**config.mk**
```make
export PLATFORM = sky130hd
export DESIGN_NAME = acc_2c_sat
export DESIGN_NICKNAME = d
export VERILOG_FILES = /design/src/rtl/acc_2c_sat.sv
export SDC_FILE = /design/constraint.sdc
export NUM_CORES = 1
export LEC_CHECK = 0
export CAP_MARGIN = 20
export CORE_ASPECT_RATIO = 1.2
export CORE_MARGIN = 1
export CORE_UTILIZATION = 40
export DETAILED_ROUTE_END_ITERATION = 16
export PLACE_DENSITY = 0.63
export SLEW_MARGIN = 20
export SYNTH_ARGS = -nofsm -noshare
export SYNTH_HDL_FRONTEND = slang
export SYNTH_SLANG_ARGS = --single-unit
```
**constraint.sdc**
```tcl
create_clock -name clk -period 2.85 [get_ports clk]
set_input_delay 0.57 -clock clk [delete_from_list [all_inputs] [get_ports clk]]
set_output_delay 0.57 -clock clk [all_outputs]
set_load 0.03 [all_outputs]
```
**src/rtl/acc_2c_sat.sv**
```systemverilog
// acc_2c_sat: blocks of LEN signed samples summed with per-add overflow detect and optional saturation
module acc_2c_sat #(
  parameter int N = 4,
  parameter int LEN = 4,
  parameter bit SAT = 1
) (
  input  logic         clk,
  input  logic         rst,
  input  logic         in_valid,
  output logic         in_ready,
  input  logic [N-1:0] in_data,
  output logic         out_valid,
  input  logic         out_ready,
  output logic [N-1:0] out_data,
  output logic         out_ov
);
  localparam int CW = (LEN > 1) ? $clog2(LEN) : 1;
  typedef enum logic {ACC, HOLD} state_t;
  state_t state, state_nx;
  logic [N-1:0] acc, sum, acc_nx;
  logic [CW-1:0] cnt;
  logic ov_sticky, ov, take, pop, last;
  assign take = in_valid && in_ready;
  assign pop = out_valid && out_ready;
  assign last = cnt == CW'(LEN - 1);
  // acc and ov_sticky are cleared when a block closes, so a sample taken in HOLD already sees base 0
  assign sum = acc + in_data;
  assign ov = (acc[N-1] == in_data[N-1]) && (sum[N-1] != acc[N-1]);
  assign acc_nx = (SAT && ov) ? (in_data[N-1] ? {1'b1, {(N-1){1'b0}}} : {1'b0, {(N-1){1'b1}}}) : sum;
  always_ff @(posedge clk)
    if (rst) state <= ACC;
    else state <= state_nx;
  always_comb state_nx = take ? (last ? HOLD : ACC) : (pop ? ACC : state);
  always_comb begin
    out_valid = state == HOLD;
    in_ready = (state == ACC) || out_ready;
  end
  always_ff @(posedge clk)
    if (rst) begin
      acc <= '0;
      cnt <= '0;
      ov_sticky <= 1'b0;
      out_data <= '0;
      out_ov <= 1'b0;
    end else if (take) begin
      acc <= last ? '0 : acc_nx;
      ov_sticky <= last ? 1'b0 : (ov_sticky || ov);
      cnt <= last ? '0 : cnt + 1'b1;
      if (last) begin
        out_data <= acc_nx;
        out_ov <= ov_sticky || ov;
      end
    end
endmodule

```
== After elaboration in Yosys (flattened, before gate mapping) ==
Index checks and enable logic that the tools add are counted.
Widths: inputs -> output; s select.

* Flip-flop bits (word level): 13
* Bits in latches: 0
* Bits in writable memories: 0
* Bits in read-only memories: 0
* Bits of input ports: 8
* Word-level logic and storage cells: 27
* Memories: 0

* Add/sub/neg operators: 2
* Multiply operators: 0
* Divide/modulo/power cells: 0
* Magnitude comparators: 0
* Equality and inequality tests: 3
* Shift-type cells: 0
* Muxes and demuxes: 8
* Bitwise logic cells: 1
* Reductions and logical operators: 7

{| class="wikitable"
|+ Operators by type and width
! kind !! number
|-
| $mux 4 || 3
|-
| $add 4x4->4 || 1
|-
| $mux 1 || 4
|-
| $logic_and 1x1->1 || 3
|-
| $add 2x1->2 const B || 1
|-
| $eq 2x2->1 const B || 1
|-
| $logic_or 1x1->1 || 2
|-
| $mux 2 || 1
|-
| $reduce_and 2->1 || 1
|-
| $reduce_bool 2->1 || 1
|-
| $eq 1x1->1 || 1
|-
| $ne 1x1->1 || 1
|-
| $not 1->1 || 1
|}

== Longest topological paths before layout ==
Gate-level depths: netlist (run 1).

* Word-level depth: 5
* Depth in mapped cells: 7
* Mapped depth without buffers: 7

== Worst setup path after synthesis (run 1) ==
Ideal clock, no wire load.

* Path kind: input to register
* From: input port in_data[1]
* To: register ov_sticky
* Data arrival time: 2,152 ps
* Slack: 613 ps
* Stages: 7
* Buffers on the path: 0
* Path through: ha_1 a21o_1 a21oi_1 fa_1 nor3_1 o211ai_1 a211oi_1

* Longest elaborated chain between the ends: 5

{| class="wikitable"
|+ RTL lines
! element !! RTL line !! source
|-
| start: declaration || 11 || <nowiki>input logic [N-1:0] in_data,</nowiki>
|-
| $add 4x4->4 || 27 || <nowiki>assign sum = acc + in_data;</nowiki>
|-
| $ne 1x1->1 || 28 || <nowiki>assign ov = (acc[N-1] == in_data[N-1]) && (sum[N-1] != acc[N-1]);</nowiki>
|-
| $logic_and 1x1->1 || 28 ||
|-
| $logic_or 1x1->1 || 47 || <nowiki>ov_sticky <= last ? 1'b0 : (ov_sticky || ov);</nowiki>
|-
| $mux 1 || 47 ||
|-
| end signal: assignment || 47 ||
|-
| end: declaration || 22 || <nowiki>logic ov_sticky, ov, take, pop, last;</nowiki>
|}

No other way between the ends.
A chain may end at the register's enable or synchronous reset.

== Worst setup path in the final report (run 1) ==
Same ends and word-level chain as after synthesis.

==> results of run 1 <==
[cells by family (layout without fill, tap and decap cells)]
group / Yosys count / count (layout) / share of synthesized area
XOR/XNOR: 1 / 1 / 0.0128
flip-flops: 13 / 13 / 0.380
buffers and inverters: 8 / 27 / 0.0457
adder cells (fa/ha/maj): 6 / 6 / 0.132
AND/OR/NAND/NOR: 19 / 19 / 0.159
AO/OA/AOI/OAI: 28 / 28 / 0.271
[worst min path at each step]
stage                            from                     end  slack [ps]
2_1_floorplan  ov_sticky$_SDFFE_PP0P_  ov_sticky$_SDFFE_PP0P_         430
5_1_grt        ov_sticky$_SDFFE_PP0P_  ov_sticky$_SDFFE_PP0P_         510
3_5_place_dp   ov_sticky$_SDFFE_PP0P_  ov_sticky$_SDFFE_PP0P_         470
4_1_cts        ov_sticky$_SDFFE_PP0P_  ov_sticky$_SDFFE_PP0P_         480
3_3_place_gp   ov_sticky$_SDFFE_PP0P_  ov_sticky$_SDFFE_PP0P_         450
6_report       ov_sticky$_SDFFE_PP0P_  ov_sticky$_SDFFE_PP0P_         480
[per-stage QoR]
| stage | total power [mW] | util |
|---|---|---|
| 6_report | 0.430 | 0.548 |
| 5_1_grt | 0.455 | 0.548 |
| 4_1_cts | 0.433 | 0.548 |
| 3_5_place_dp | 0.316 | 0.531 |
| 3_3_place_gp | 0.314 | 0.531 |
| 2_1_floorplan | 0.281 | - |
[synthesized netlist by cell type, drive strengths merged (4+ instances only)]
library cell and instances:
dfxtp 13, a21oi 10, inv 5, a211oi 4
ha 4, nor2 4, o21ai 4, o32ai 4
[worst reg2reg max path, stage by stage, from the launching register on]
cell and delay [ps]:
dfxtp_1 390, ha_1 240, a21o_1 170, a21oi_1 170
fa_1 500, nor3_1 230, o211ai_1 110, a211oi_1 240
[layout make-up]
class                   instances  area [sq um]
fillers                       156           733
multi-input cells              54           393
flip-flops and latches         13           260
repair buffers                 17           163
clock buffers                   3          22.5
inverters                       6          22.5
well taps                      18          22.5
clock inverters                 1          5.00
[sequential cells by signal, summed over array words and instances (netlist names)]
register   count
out_ov         1
out_valid      1
cnt            2
out_data       4
acc            4
ov_sticky      1
[cell usage in the layout, fill, tap and decap left out, types with 3 or more instances in the layout]
| cell type | instances |
|---|---|
| o32ai_1 | 3 |
| a21oi_1 | 10 |
| inv_1 | 4 |
| clkbuf_4 | 3 |
| clkdlybuf4s50_1 | 14 |
| a211oi_1 | 4 |
| dfxtp_1 | 13 |
| nor2_1 | 4 |
| o21ai_0 | 4 |
| buf_4 | 3 |
| ha_1 | 4 |
[report_power, final]
group | switching [mW] | internal (mW) | total [mW]
Combinational | 0.0579 | 0.0520 | 0.110
Sequential | 0.00900 | 0.194 | 0.203
Clock | 0.0655 | 0.0520 | 0.117
Total | 0.132 | 0.298 | 0.430
[routing by layer]
metal  wire [um]  vias to the layer above
li1            -                      317
met1         660                      295
met2         730                       22
met3          94                        2
met4          12                        0
met5           0                        -
==> out/results.ini, run 1 <==
[final_layout]
finalInstanceArea_sq_um=888
syn2layout_area_growth_pct=29.8
drive_gt1_frac=0.117
antenna_cells=0
num-nets-final=109
final_cells=112

[clock_network]
cts-hold-fix-buffers=0
cts.path.max_buffers=2
cts_resized=0
cts_root_buf=clkbuf_4
htree_levels=1
cts_tree=done
clk-insertion-delay-late_ps=270
post_cts_buffers=0
path_clk_slew_ps=90
clkSinkCount=13
cts_buffers=3

[yosys]
yosys_warnings=0
yosysTopAreaCell=dfxtp_1
async_flop_share=0
ys_types=30
syn_area_sq_um=684
yosysSeqAreaShare=0.380
synth_cells=75
ys_ff_latch=13
synth-edff-count=0
synth_top_cell_area_share=0.380
synth_area_leaders=dfxtp_1, a21oi_1, ha_1
synth_ff_type=dfxtp_1
syn_avg_cell_area_sq_um=9.13
syn_nets=89

[routing]
via_count=636
via_per_inst=5.68
wirelength_um=1500
wl_per_cell_um=13.4
postRouteAntennaNets=0
drt_first_pass_iters=4
dr.first_iter.drc_count=12
route.detailed.drc=0

[global_routing]
top_usage_layer=met2
grtUsageTotal=0.174
antenna_found_initial=0
first_global_vias=521
grt_pass1_wl_um=2210
grtUsageMet2=0.295
grt_util_met3=0.0284
grt_max_degree=16
met1_usage=0.218
overflow=0

[critical_path]
path_cells=clkdlybuf4s50_1 -> ha_1 -> a21o_1 -> a21oi_1 -> fa_1 -> nor3_1 -> o211ai_1 -> a211oi_1
cp.required_ps=3040
cp-end-kind=flip-flop
rr_startpoint=acc[1]$_SDFFE_PP0P_
reg2reg_slack_ps=700
cp_slowest_cell=fa_1
worstPathArrival_ps=2720
reg2reg_depth=7
worst-setup-path-type=input port to flip-flop
cpLargestDelayFamily=adder cells
start_kind=input port
critPathLaunch=in_data[1]
worstReg2RegEnd=ov_sticky$_SDFFE_PP0P_
endpoint=ov_sticky$_SDFFE_PP0P_
worst_path_largest_cell_delay_ps=500
critical_path_buf_inv_count=1
path_depth=8
path_max_fanout=6

[sta]
skew_ps=0.728
setup-tns-final_ps=0
fmax_ghz=0.395
finalCriticalPeriod_ps=2530
setup_viol=0
hold_viol_final=0
whs_ps=478
slew_violations=0
final.period_utilization=0.889
worstMarginPinSlew_ps=511
rsz0062_at_grt=no
setup_slack_ps=317
relSlewSlack=0.659

[power]
leakagePower_nw=0.341
vdd_drop_max_v=0.000366
powerDensity_nw_per_um2=484

[place]
dp_hpwl_um=1120
gp_congestion=0.735
port_buffers=14
dpl_worst_slack_ps=34.3
place_inst=108
placed_cell_area_sq_um=861

[floorplan]
initial_core_util=0.422
core_area_sq_um=1620
die_area_sq_um=1880
die_height_um=47.3
fp.dieW_um=39.8
io_pins=15
rows=16

[min_path]
hold_path.class=flip-flop to flip-flop
min_path_cells=2

[run]
maxCapViolCount=0

[status]
outcome=complete, no violations

Note: power is estimated with default switching activity, not from simulation.
==> inputs of run 2 (changes only) <==
GPL_TIMING_DRIVEN = 0   (was not set)
==> out/results.ini, run 2 (synthesis gave the netlist of run 1 again) <==
[sta]
setup_viol=0  ; unchanged
hold_viol_final=0  ; unchanged
final.period_utilization=0.924  ; was 0.889
finalCriticalPeriod_ps=2630  ; was 2530 ps
rsz0062_at_grt=no  ; unchanged
slew_violations=0  ; unchanged
setup_slack_ps=216  ; was 317 ps
fmax_ghz=0.380  ; was 0.395 GHz
worstMarginPinSlew_ps=474  ; was 511 ps
skew_ps=9.93  ; was 0.728 ps
relSlewSlack=0.684  ; was 0.659

[global_routing]
grt_pass1_wl_um=2240  ; was 2210 um
grt_max_degree=11  ; was 16
first_global_vias=543  ; was 521
antenna_found_initial=0  ; unchanged
overflow=0  ; unchanged
grtUsageTotal=0.179  ; was 0.174

[routing]
via_count=610  ; was 636
dr.first_iter.drc_count=6  ; was 12
met3_length_um=51  ; was 94 um
top_layer=met4  ; unchanged
via_per_inst=5.50  ; was 5.68
route.detailed.drc=0  ; unchanged
wl_per_cell_um=13.1  ; was 13.4 um
met1_length_um=724  ; was 660 um
wl_met2_um=641  ; was 730 um
postRouteAntennaNets=0  ; unchanged
wirelength_um=1450  ; was 1500 um
drt_first_pass_iters=4  ; unchanged

[place]
port_buffers=14  ; unchanged
gp_congestion=0.742  ; was 0.735
dp_hpwl_um=1060  ; was 1120 um
place_inst=107  ; was 108
dpl_worst_slack_ps=-95.0  ; was 34.3 ps

[min_path]
min_path_cells=2  ; unchanged
hold_path.class=flip-flop to flip-flop  ; unchanged

[critical_path]
cp.required_ps=3030  ; was 3040 ps
worst-setup-path-type=input port to flip-flop  ; unchanged
worstPathArrival_ps=2810  ; was 2720 ps
start_kind=input port  ; unchanged
path_max_fanout=6  ; unchanged
cp-end-kind=flip-flop  ; unchanged
reg2reg_depth=7  ; unchanged

[clock_network]
cts.path.max_buffers=2  ; unchanged
path_clk_slew_ps=90  ; about the same
cts_root_buf=clkbuf_4  ; unchanged
htree_levels=1  ; unchanged
cts-hold-fix-buffers=0  ; unchanged
clk-insertion-delay-late_ps=290  ; was 270 ps
cts_buffers=3  ; unchanged
cts_resized=0  ; unchanged
cts_tree=done  ; unchanged
post_cts_buffers=0  ; unchanged
clkSinkCount=13  ; unchanged

[floorplan]
initial_core_util=0.422  ; unchanged
core_area_sq_um=1620  ; unchanged
fp.dieW_um=39.8  ; unchanged
rows=16  ; unchanged
die_area_sq_um=1880  ; unchanged
die_height_um=47.3  ; unchanged
io_pins=15  ; unchanged

[power]
switching_share=0.305  ; was 0.308
power_frac_comb=0.253  ; was 0.255
vdd_drop_max_v=0.000264  ; was 0.000366 V
p_clk_frac=0.275  ; was 0.273
leakagePower_nw=0.333  ; was 0.341 nW
p_seq_frac=0.472  ; about the same
powerDensity_nw_per_um2=487  ; was 484 nW/um^2
p_sw_uw=130  ; was 132 uW
intPower_uw=297  ; was 298 uW

[final_layout]
antenna_cells=0  ; unchanged
layout_common_cells=dfxtp_1, clkdlybuf4s50_1, a21oi_1  ; was clkdlybuf4s50_1, dfxtp_1, a21oi_1
syn2layout_area_growth_pct=28.2  ; was 29.8%
drive_gt1_frac=0.0968  ; was 0.117
final_cells=111  ; was 112
top_regs=acc (4), out_data (4), cnt (2)  ; unchanged
n_fill_cell=162  ; was 156
final_util=0.541  ; was 0.548
num-nets-final=108  ; was 109

[run]
maxCapViolCount=0  ; unchanged

[status]
outcome=complete, no violations  ; unchanged

==> run 2: cell types whose count changed in the layout (fill, tap and decap cells not counted) <==
cell,previous run,this run
clkdlybuf4s50_1,14,13
buf_2,0,1
clkbuf_1,0,1
buf_4,3,0
dlymetal6s2s_1,0,1
==> run 2: power groups by stage <==
stage	logic, mW	registers, mW	clock network [mW]
after floorplan	0.0745	0.207	0
after global placement	0.107	0.206	0
after detailed placement	0.107	0.206	0
after CTS	0.108	0.202	0.120
after global routing	0.121	0.203	0.128
final	0.108	0.202	0.117
==> run 2: area by class of cell <==
type                            instances  area (sq um)  share of cell area
Clock inverter                          1          5.00             0.00571
Inverter                                6          22.5              0.0257
Tap cell                               18          22.5              0.0257
Multi-Input combinational cell         54           393               0.448
Timing Repair Buffer                   14           143               0.163
Buffer                                  2          8.76             0.00999
Clock buffer                            3          22.5              0.0257
Sequential cell                        13           260               0.297
==> run 2: per-stage QoR <==
| stage | area (sq um) | hold WS (ps) | setup TNS, ps | power, mW |
|---|---|---|---|---|
| final | 877 | 469 | 0 | 0.427 |
| after detailed placement | 847 | 447 | -95.0 | 0.313 |
| after global placement | 847 | 449 | -28.6 | 0.313 |
| after global routing | 877 | 497 | 0 | 0.453 |
| after CTS | 875 | 467 | 0 | 0.431 |
| after floorplan | 684 | 435 | 0 | 0.281 |
==> run 2: worst paths after layout <==
path | from | end | slack [ps]
hold reg to reg | ov_sticky$_SDFFE_PP0P_ | ov_sticky$_SDFFE_PP0P_ | 470
setup reg to reg | acc[1]$_SDFFE_PP0P_ | out_data[2]$_SDFFE_PP0P_ | 640
hold / removal | ov_sticky$_SDFFE_PP0P_ | ov_sticky$_SDFFE_PP0P_ | 470
setup / recovery | in_data[1] | out_data[2]$_SDFFE_PP0P_ | 220
==> run 2: worst max-delay path, stage by stage <==
cell and delay, ps:
clkdlybuf4s50_1 450, ha_1 300, a21o_1 170, a21oi_1 170, fa_1 510, nor2_1 210
nor2_1 100, o32ai_1 320
==> run 2: metal layers <==
metal  track usage  up-vias
met4         0.124        0
met1         0.227      272
met3        0.0284        5
met2         0.275       15
met5             0        -
li1              -      318
==> inputs of run 3 (changes only) <==
CORE_MARGIN = not set   (was 1)
CTS_CLUSTER_SIZE = 14   (was not set)
SKIP_CTS_REPAIR_TIMING = 1   (was not set)
==> results of run 3 <==
No change in the layout: final DEF, timing and power equal those of run 2.
